File: src/rtl/div_pkg.sv
// Shared types and constants for the iterative RV32M divide unit.
package div_pkg;

  localparam int unsigned XLEN = 32;

  localparam logic [XLEN-1:0] INT_MIN  = 32'h8000_0000;
  localparam logic [XLEN-1:0] ALL_ONES = 32'hFFFF_FFFF;

  typedef enum logic [1:0] {
    OP_DIV  = 2'b00,
    OP_DIVU = 2'b01,
    OP_REM  = 2'b10,
    OP_REMU = 2'b11
  } op_e;

  typedef enum logic [1:0] {
    IDLE = 2'b00,
    RUN  = 2'b01,
    FIN  = 2'b10
  } state_e;

  // Request attributes captured on accept and held for the whole operation.
  typedef struct packed {
    op_e             op;
    logic            quo_neg;
    logic            rem_neg;
    logic            div_zero;
    logic            overflow;
    logic [XLEN-1:0] dividend;
  } req_t;

  function automatic logic [XLEN-1:0] negate(input logic [XLEN-1:0] v);
    return ~v + XLEN'(1);
  endfunction

endpackage

File: src/rtl/div_if.sv
// Request/response bundle between the EX-stage issue logic and div_unit.
interface div_if;
  import div_pkg::*;

  logic            START;
  logic [1:0]      OP;
  logic [XLEN-1:0] DIVIDEND;
  logic [XLEN-1:0] DIVISOR;
  logic            FLUSH;
  logic            BUSY;
  logic            DONE;
  logic [XLEN-1:0] RESULT;

  modport master (
    output START, OP, DIVIDEND, DIVISOR, FLUSH,
    input  BUSY, DONE, RESULT
  );

  modport slave (
    input  START, OP, DIVIDEND, DIVISOR, FLUSH,
    output BUSY, DONE, RESULT
  );

endinterface

File: src/rtl/div_sign_fixup.sv
// Applies sign correction and special-case substitution to the magnitude
// quotient/remainder, then selects the value for the requested op.
module div_sign_fixup
  import div_pkg::*;
(
  input  logic [XLEN-1:0] quo_mag,
  input  logic [XLEN-1:0] rem_mag,
  input  req_t            req,
  output logic [XLEN-1:0] result
);

  logic [XLEN-1:0] quo;
  logic [XLEN-1:0] rem;
  logic            is_rem;

  always_comb begin
    quo    = req.quo_neg ? negate(quo_mag) : quo_mag;
    rem    = req.rem_neg ? negate(rem_mag) : rem_mag;
    is_rem = (req.op == OP_REM) || (req.op == OP_REMU);
    if (req.div_zero) begin
      quo = ALL_ONES;
      rem = req.dividend;
    end else if (req.overflow) begin
      quo = INT_MIN;
      rem = '0;
    end
    result = is_rem ? rem : quo;
  end

endmodule

File: src/rtl/div_unit.sv
// Radix-2 restoring RV32M divider (DIV/DIVU/REM/REMU) with start/done handshake.
// Build option: DIV_FAST_PATH_EN lets divide-by-zero and signed overflow skip RUN.
module div_unit
  import div_pkg::*;
(
  input logic   CLK,
  input logic   RESET,
  div_if.slave  bus
);

  state_e          state_q, state_d;
  logic [4:0]      count_q, count_d;
  logic [XLEN:0]   rem_q, rem_d;
  logic [XLEN-1:0] quo_q, quo_d;
  logic [XLEN-1:0] dvs_q, dvs_d;
  logic [XLEN-1:0] result_q, result_d;
  req_t            req_q, req_d;

  req_t            in_req;
  logic [XLEN-1:0] a_mag, b_mag;
  logic            a_neg, b_neg, in_signed;
  logic            fast_special;

  logic [XLEN:0]   rem_shift, diff, rem_step;
  logic [XLEN-1:0] quo_step;
  logic            step_ok;

  req_t            fx_req;
  logic [XLEN-1:0] fx_quo, fx_rem, fx_result;

  // Decode of the live request operands.
  always_comb begin
    in_signed       = ~bus.OP[0];
    a_neg           = in_signed & bus.DIVIDEND[XLEN-1];
    b_neg           = in_signed & bus.DIVISOR[XLEN-1];
    a_mag           = a_neg ? negate(bus.DIVIDEND) : bus.DIVIDEND;
    b_mag           = b_neg ? negate(bus.DIVISOR) : bus.DIVISOR;
    in_req.op       = op_e'(bus.OP);
    in_req.quo_neg  = a_neg ^ b_neg;
    in_req.rem_neg  = a_neg;
    in_req.div_zero = (bus.DIVISOR == '0);
    in_req.overflow = in_signed && (bus.DIVIDEND == INT_MIN) && (bus.DIVISOR == ALL_ONES);
    in_req.dividend = bus.DIVIDEND;
  end

`ifdef DIV_FAST_PATH_EN
  assign fast_special = in_req.div_zero | in_req.overflow;
`else
  assign fast_special = 1'b0;
`endif

  // One restoring step: shift in the next dividend bit, trial-subtract.
  always_comb begin
    rem_shift = {rem_q[XLEN-1:0], quo_q[XLEN-1]};
    diff      = rem_shift - {1'b0, dvs_q};
    step_ok   = ~diff[XLEN];
    rem_step  = step_ok ? diff : rem_shift;
    quo_step  = {quo_q[XLEN-2:0], step_ok};
  end

  // Outside RUN the only result load is the fast path, which uses live inputs.
  always_comb begin
    if (state_q == RUN) begin
      fx_req = req_q;
      fx_quo = quo_step;
      fx_rem = rem_step[XLEN-1:0];
    end else begin
      fx_req = in_req;
      fx_quo = '0;
      fx_rem = '0;
    end
  end

  div_sign_fixup u_fixup (
    .quo_mag (fx_quo),
    .rem_mag (fx_rem),
    .req     (fx_req),
    .result  (fx_result)
  );

  always_comb begin
    state_d  = state_q;
    count_d  = count_q;
    rem_d    = rem_q;
    quo_d    = quo_q;
    dvs_d    = dvs_q;
    req_d    = req_q;
    result_d = result_q;
    if (bus.FLUSH) begin
      state_d = IDLE;
    end else begin
      unique case (state_q)
        IDLE, FIN: begin
          if (bus.START) begin
            req_d   = in_req;
            rem_d   = '0;
            quo_d   = a_mag;
            dvs_d   = b_mag;
            count_d = '0;
            if (fast_special) begin
              state_d  = FIN;
              result_d = fx_result;
            end else begin
              state_d = RUN;
            end
          end else begin
            state_d = IDLE;
          end
        end
        RUN: begin
          rem_d   = rem_step;
          quo_d   = quo_step;
          count_d = count_q + 5'd1;
          if (count_q == 5'd31) begin
            state_d  = FIN;
            result_d = fx_result;
          end
        end
        default: state_d = IDLE;
      endcase
    end
  end

  always_ff @(posedge CLK or posedge RESET) begin
    if (RESET) begin
      state_q  <= IDLE;
      count_q  <= '0;
      rem_q    <= '0;
      quo_q    <= '0;
      dvs_q    <= '0;
      req_q    <= '0;
      result_q <= '0;
    end else begin
      state_q  <= state_d;
      count_q  <= count_d;
      rem_q    <= rem_d;
      quo_q    <= quo_d;
      dvs_q    <= dvs_d;
      req_q    <= req_d;
      result_q <= result_d;
    end
  end

  assign bus.BUSY   = (state_q == RUN);
  assign bus.DONE   = (state_q == FIN);
  assign bus.RESULT = result_q;

endmodule

File: src/flat_wrapper.sv
// flat-port wrapper written by rule: the top's interface ports become plain ports
module div_unit_flat import div_pkg::*;
  (CLK, RESET, bus_START, bus_OP, bus_DIVIDEND, bus_DIVISOR, bus_FLUSH, bus_BUSY, bus_DONE, bus_RESULT);
  div_if bus_i ();
  input logic CLK;
  input logic RESET;
  input wire logic [$bits(bus_i.START)-1:0] bus_START;
  input wire logic [$bits(bus_i.OP)-1:0] bus_OP;
  input wire logic [$bits(bus_i.DIVIDEND)-1:0] bus_DIVIDEND;
  input wire logic [$bits(bus_i.DIVISOR)-1:0] bus_DIVISOR;
  input wire logic [$bits(bus_i.FLUSH)-1:0] bus_FLUSH;
  output wire logic [$bits(bus_i.BUSY)-1:0] bus_BUSY;
  output wire logic [$bits(bus_i.DONE)-1:0] bus_DONE;
  output wire logic [$bits(bus_i.RESULT)-1:0] bus_RESULT;
  assign bus_i.START = bus_START;
  assign bus_i.OP = bus_OP;
  assign bus_i.DIVIDEND = bus_DIVIDEND;
  assign bus_i.DIVISOR = bus_DIVISOR;
  assign bus_i.FLUSH = bus_FLUSH;
  assign bus_BUSY = bus_i.BUSY;
  assign bus_DONE = bus_i.DONE;
  assign bus_RESULT = bus_i.RESULT;
  div_unit u_core (.CLK(CLK), .RESET(RESET), .bus(bus_i));
endmodule
File: config.mk
export PLATFORM = sky130hd
export DESIGN_NAME = div_unit_flat
export DESIGN_NICKNAME = d
export VERILOG_FILES = /design/src/rtl/div_pkg.sv /design/src/rtl/div_if.sv /design/src/rtl/div_sign_fixup.sv /design/src/rtl/div_unit.sv /design/src/flat_wrapper.sv
export SDC_FILE = /design/constraint.sdc
export NUM_CORES = 1
export LEC_CHECK = 0
export ABC_CLOCK_PERIOD_IN_PS = 7600
export BUFFER_PORTS_ARGS = -buffer_cell sky130_fd_sc_hd__buf_2
export CAP_MARGIN = 20
export CELL_PAD_IN_SITES_DETAIL_PLACEMENT = 1
export CELL_PAD_IN_SITES_GLOBAL_PLACEMENT = 1
export CORE_MARGIN = 1
export CORE_UTILIZATION = 30
export CTS_CLUSTER_DIAMETER = 100
export DETAILED_ROUTE_END_ITERATION = 10
export HOLD_SLACK_MARGIN = 0.03
export PLACE_DENSITY_LB_ADDON = 0.1
export REMOVE_ABC_BUFFERS = 1
export SLEW_MARGIN = 20
export SYNTH_ARGS = -nofsm -noshare
export SYNTH_HDL_FRONTEND = slang
export SYNTH_SLANG_ARGS = --single-unit
File: constraint.sdc
create_clock -name CLK -period 7.6 [get_ports CLK]
set_clock_uncertainty 0.2 [all_clocks]
set_input_delay 1.52 -clock CLK [delete_from_list [all_inputs] [get_ports CLK]]
set_output_delay 1.52 -clock CLK [all_outputs]
set_load 0.1 [all_outputs]
# Word-level counts from Yosys, hierarchy flattened
# Index checks and enable logic that the tools add are counted.
# Widths: inputs -> output; s select.
# totals
inputBits	70
output_inout_bits	34
ff_bits	173
word_cells	70
# op_classes
n_addsub	6
reduce_logical	10
mux	23
bitwise_logic	10
eq_ne	9
# op_table
op	count
$mux 32	14
$add 32x1->32 const B	4
$not 32->32	4
$pmux 32 s2	2
$eq 32x32->1 const B	2
$mux 38	1
$sub 33x32->33	1
$logic_not 32->1	1
$pmux 5 s2	1
$reduce_and 3->1	3
$eq 2x2->1 const B	3
$add 5x1->5 const B	1
$eq 5x5->1 const B	1
$mux 5	1
$mux 2	2
$pmux 2 s2	1
$ne 3x2->1 const B	1
$not 1->1	3
$and 1x1->1	2
$eq 2x1->1 const B	1
$logic_and 1x1->1	2
$logic_not 2->1	1
$ne 2x2->1 const B	1
$reduce_bool 2->1	1
other kinds (4)	4

# Depth between registers and ports, before layout
# depth
word_depth	9
ltp_mapped	25
mapped_depth_nobuf	21

# Hierarchy
# Synthesis repeated with hierarchy kept, for this count alone.
# hier_totals
hier_cells	1664
area_unflattened_um2	12914.9
# modules_own_cells
mod	area_each_um2	cells_each	seq_area_each_um2	instances
div_unit	10784.1	1339	4329.2	1
div_sign_fixup	2130.8	325	0.0	1

# Least setup slack after synthesis
# Ideal clock, no wire load.
# synth_path
kind	register to register
startpoint	reg u_core.quo_q[31]
endpoint	reg u_core.result_q[28] (netlist: u_core.bus.RESULT[28])
slack_ns	2.473
arrival_ns	4.799
t_required_ns	7.272
setup_time_ns	0.128
path_buffers	4
stages_incl_launch_ff	26
synth_period_minus_slack_ns	5.127
path_cell_list	dfrtp_1 > inv_1 > ha_1 > inv_1 > fa_1 > a211oi_1 > o211ai_1 > a211oi_1 > nor4_2 > nor3_1 > clkbuf_1 > nor2_1 > buf_2 > buf_2 > buf_2 > nand2_1 > ha_1 > nand3_1 > or2_2 > or3_1 > a21oi_1 > a31oi_1 > a21oi_1 > nor2_1 > a21oi_1 > o31ai_1
# synth_between
elab_chain_len	9
elab_cells_between_ends	16
cone_classes	3 x add/sub; 10 x mux; 3 x bitwise
# synth_lines
element	line	source
start: declaration	div_unit.sv:14	logic [XLEN-1:0] quo_q, quo_d;
start signal: assignment	div_unit.sv:137	quo_q <= quo_d;
$sub 33x32->33	div_unit.sv:55	diff = rem_shift - {1'b0, dvs_q};
$mux 32 / $not 1->1 (equally long branches)	div_unit.sv:57, div_unit.sv:56	
$mux 32	div_unit.sv:63	if (state_q == RUN) begin
$not 32->32	div_pkg.sv:33	return ~v + XLEN'(1);
$add 32x1->32	div_pkg.sv:33	
$mux 32 (on tied branches)	div_sign_fixup.sv:18, div_sign_fixup.sv:17	
$mux 32	div_sign_fixup.sv:23	end else if (req.overflow) begin
$mux 32	div_sign_fixup.sv:20	if (req.div_zero) begin
$mux 32 (*)	div_sign_fixup.sv:27	result = is_rem ? rem : quo;
end signal: assignment	div_unit.sv:140	result_q <= result_d;
end: declaration	div_unit.sv:16	logic [XLEN-1:0] result_q, result_d;
# Mark *: on every way between the ends. The rest lies on a longest branch, timed or not.
# A chain may end at the register's enable or synchronous reset.

# Worst setup path after layout
# layout_path
startpoint	reg u_core.quo_q[31]
endpoint	reg u_core.result_q[26] (netlist: u_core.bus.RESULT[26])
# The elaborated chain is that of the path after synthesis.

==> impl_metrics.toml <==
[worst_setup_path]
critPathKind = "flip-flop to flip-flop"
crit_start = "u_core.quo_q[31]$_DFFE_PP0P_"
r2r-start = "u_core.quo_q[31]$_DFFE_PP0P_"
worstSetupStartpointType = "flip-flop"
cp.arrival_ns = 5.79
critPathCaptureType = "flip-flop"
required_ns = 7.78
path_max_fanout = 31

[floorplan]
die_w_um = 213.1
start_util_pct = 30.69
num_io_pins = 104
die_area_sq_um = 45400
die_y_um = 213.1
row_count = 76
core_area_sq_um = 43550

[route]
via_per_inst = 5.545
routed_wl_um = 53230
ant_nets = 0
first_iter_violations = 814
vias = 13450
dr.pass1.iters = 5
wire_per_inst_um = 21.95
drc = 0

[synthesis]
yosysUniqueCellTypes = 68
ys_ff_latch = 172
synth_area_leaders = "dfrtp_1 (32%), nand2_1 (11%), o21ai_0 (7.2%)"
synth_edf_count = 0
async_reset_ff_share_pct = 100.0
synth_top_area_cell = "dfrtp_1"
synth_flop_cell = "dfrtp_1"
yosysWarnings = 0
netlist_instances = 1790
seq_area_frac_synth_pct = 32.20
syn_avg_cell_area_sq_um = 7.467
syn_area_sq_um = 13370
synthDominantCellAreaShare_pct = 32.20

[sta]
period_share_pct = 73.85
max_freq_mhz = 178.2
worst_pin_slew_ns = 1.072
period_minus_slack_ns = 5.613
setup_tns_ns = 0
slew_headroom_pct = 28.46
rsz0062_at_grt = "no"
drv_slew = 0
setup_viol = 0
hold_violations = 0

[flow_run]
maxCapViolCount = 0

[clocking]
hold_buffers = 0
clockBufferDepth = 2
cts_resized = 0
htreeDepth = 4
path_clk_slew_ns = 0.07
cts_sinks = 172
post_cts_buffers = 0
clkLatencyLatePin_ns = 0.47
cts_root_buf = "clkbuf_16"
cts_tree = "built"
numCtsBuffers = 17

[finish]
insertedDiodeCount = 0
nets = 1939
synthToLayoutAreaGrowth_pct = 12.47
drive_gt1_share_pct = 10.00

[min_path]
worstHoldStart = "u_core.req_q[9]$_DFFE_PP0P_"
hp-class = "flip-flop to flip-flop"

[status]
status = "finished, final reports clean"

[pwr]
cellPowerDensity_nw_per_um2 = 380.9
power.leakage_nw = 6.753
fin_total_pwr_mw = 5.726
ir_worst_vdd_mv = 0.1953

[placement]
gp_congestion = 0.8702
place_hpwl_um = 39820
io_buffer_count = 103

[global_route]
antenna_found_initial = 1
grt.overflow.total = 0
grt_pass1_vias = 13620
grt_use_total_pct = 24.23
grt_pass1_wl_um = 82950
grt_max_degree = 120
-- stage by stage --
step	std cells	hold slack, ns	setup WS, ns	instance area (sq um)	util (%)
final	2425	0.2769	1.987	15030	34.52
after global routing	2425	0.3021	1.626	15030	34.52
after CTS	2425	0.2794	2.047	15030	34.52
after detailed placement	2395	0.2619	2.061	14430	33.14
after global placement	2394	0.2590	2.211	14410	33.09
after floorplan	1685	0.2450	0.2583	12960	-
-- worst max-delay path: stages, from the launching register on --
cell	delay, ns
dfrtp_1	0.41
inv_1	0.07
ha_1	0.15
inv_1	0.05
fa_1	0.42
a211oi_1	0.33
o211ai_1	0.24
a211oi_1	0.60
nor4_2	0.19
or3_1	0.55
nand2_1	0.34
buf_4	0.40
a211oi_1	0.24
a211oi_1	0.59
a41oi_1	0.25
xnor2_1	0.19
a21oi_1	0.09
o31ai_1	0.22
-- layout make-up --
| class | instances | area, sq um |
|---|---|---|
| clock buffer | 23 | 488.0 |
| clock inverter | 7 | 112.6 |
| fill | 5470 | 28520 |
| inverter | 53 | 209.0 |
| multi-input combinational | 1460 | 8482 |
| sequential | 172 | 4304 |
| tap | 585 | 732.0 |
| timing repair buffer | 125 | 705.7 |
-- cells in the final DEF (no fill, tap or decap), types with 39 or more instances in the layout --
master	Yosys	final
dfrtp_1	172	172
inv_1	53	51
buf_2	7	103
a21oi_1	164	164
xor2_1	68	68
o21ai_0	191	191
nor3_1	39	39
nor2_1	130	128
o31ai_1	39	39
ha_1	39	39
nand2_1	374	373
xnor2_1	51	51
-- flip-flops by register name, indices dropped and copies added (netlist names) --
signal,flops
u_core.req_q,37
u_core.state_q,2
u_core.dvs_q,32
u_core.quo_q,32
u_core.count_q,5
u_core.bus.RESULT,32
u_core.rem_q,32
-- cell usage after synthesis (all sizes together) (11+ instances only) --
cell type  count
nand2b        14
a31oi         22
ha            39
mux2i         34
nor3          39
xnor2         51
a21oi        164
o21ai        195
a21o          17
o211ai        11
and2          14
xor2          68
inv           53
or3           19
nand4         19
buf           22
or4           13
nor4          17
dfrtp        172
clkbuf        83
o31ai         39
nand3         28
nand2        375
nor2         130
a211oi        22
o21a          11
-- cell families (layout without fill, tap and decap cells) --
kind of cell | Yosys count | after routing | synth area share, %
buffers and inverters | 158 | 208 | 4.559
adder cells (fa/ha/maj) | 40 | 40 | 3.800
multiplexers | 41 | 41 | 3.164
flip-flops | 172 | 172 | 32.20
XOR/XNOR | 119 | 119 | 7.797
AND/OR/NAND/NOR | 698 | 698 | 23.26
AO/OA/AOI/OAI | 562 | 562 | 25.22
-- layer usage --
metal / up-vias / share of wire (%) / track usage [%]
met5: - / 0 / 0
met1: 6774 / 49 / 33.97
li1: 6406 / - / -
met3: 29 / 3.6 / 3.633
met2: 238 / 46 / 39.37
met4: 0 / 1.0 / 4.589
-- power by group --
group | switching, mW | total (mW) | internal (mW)
clock | 0.410 | 0.957 | 0.547
sequential | 0.258 | 1.36 | 1.11
combinational | 2.24 | 3.41 | 1.17
total | 2.90 | 5.73 | 2.82
-- path summary, 6_finish.rpt --
path,end,slack [ns],cells past startpoint
max,u_core.bus.RESULT[26]$_DFFE_PP0P_,1.99,17
min,u_core.req_q[9]$_DFFE_PP0P_,0.28,2
max reg2reg,u_core.bus.RESULT[26]$_DFFE_PP0P_,1.99,17
min reg2reg,u_core.req_q[9]$_DFFE_PP0P_,0.28,2
max in group asynchronous,u_core.req_q[17]$_DFFE_PP0P_,4.75,3
min in group asynchronous,u_core.dvs_q[1]$_DFFE_PP0P_,1.05,2
Power figures use the tool's default switching activity.
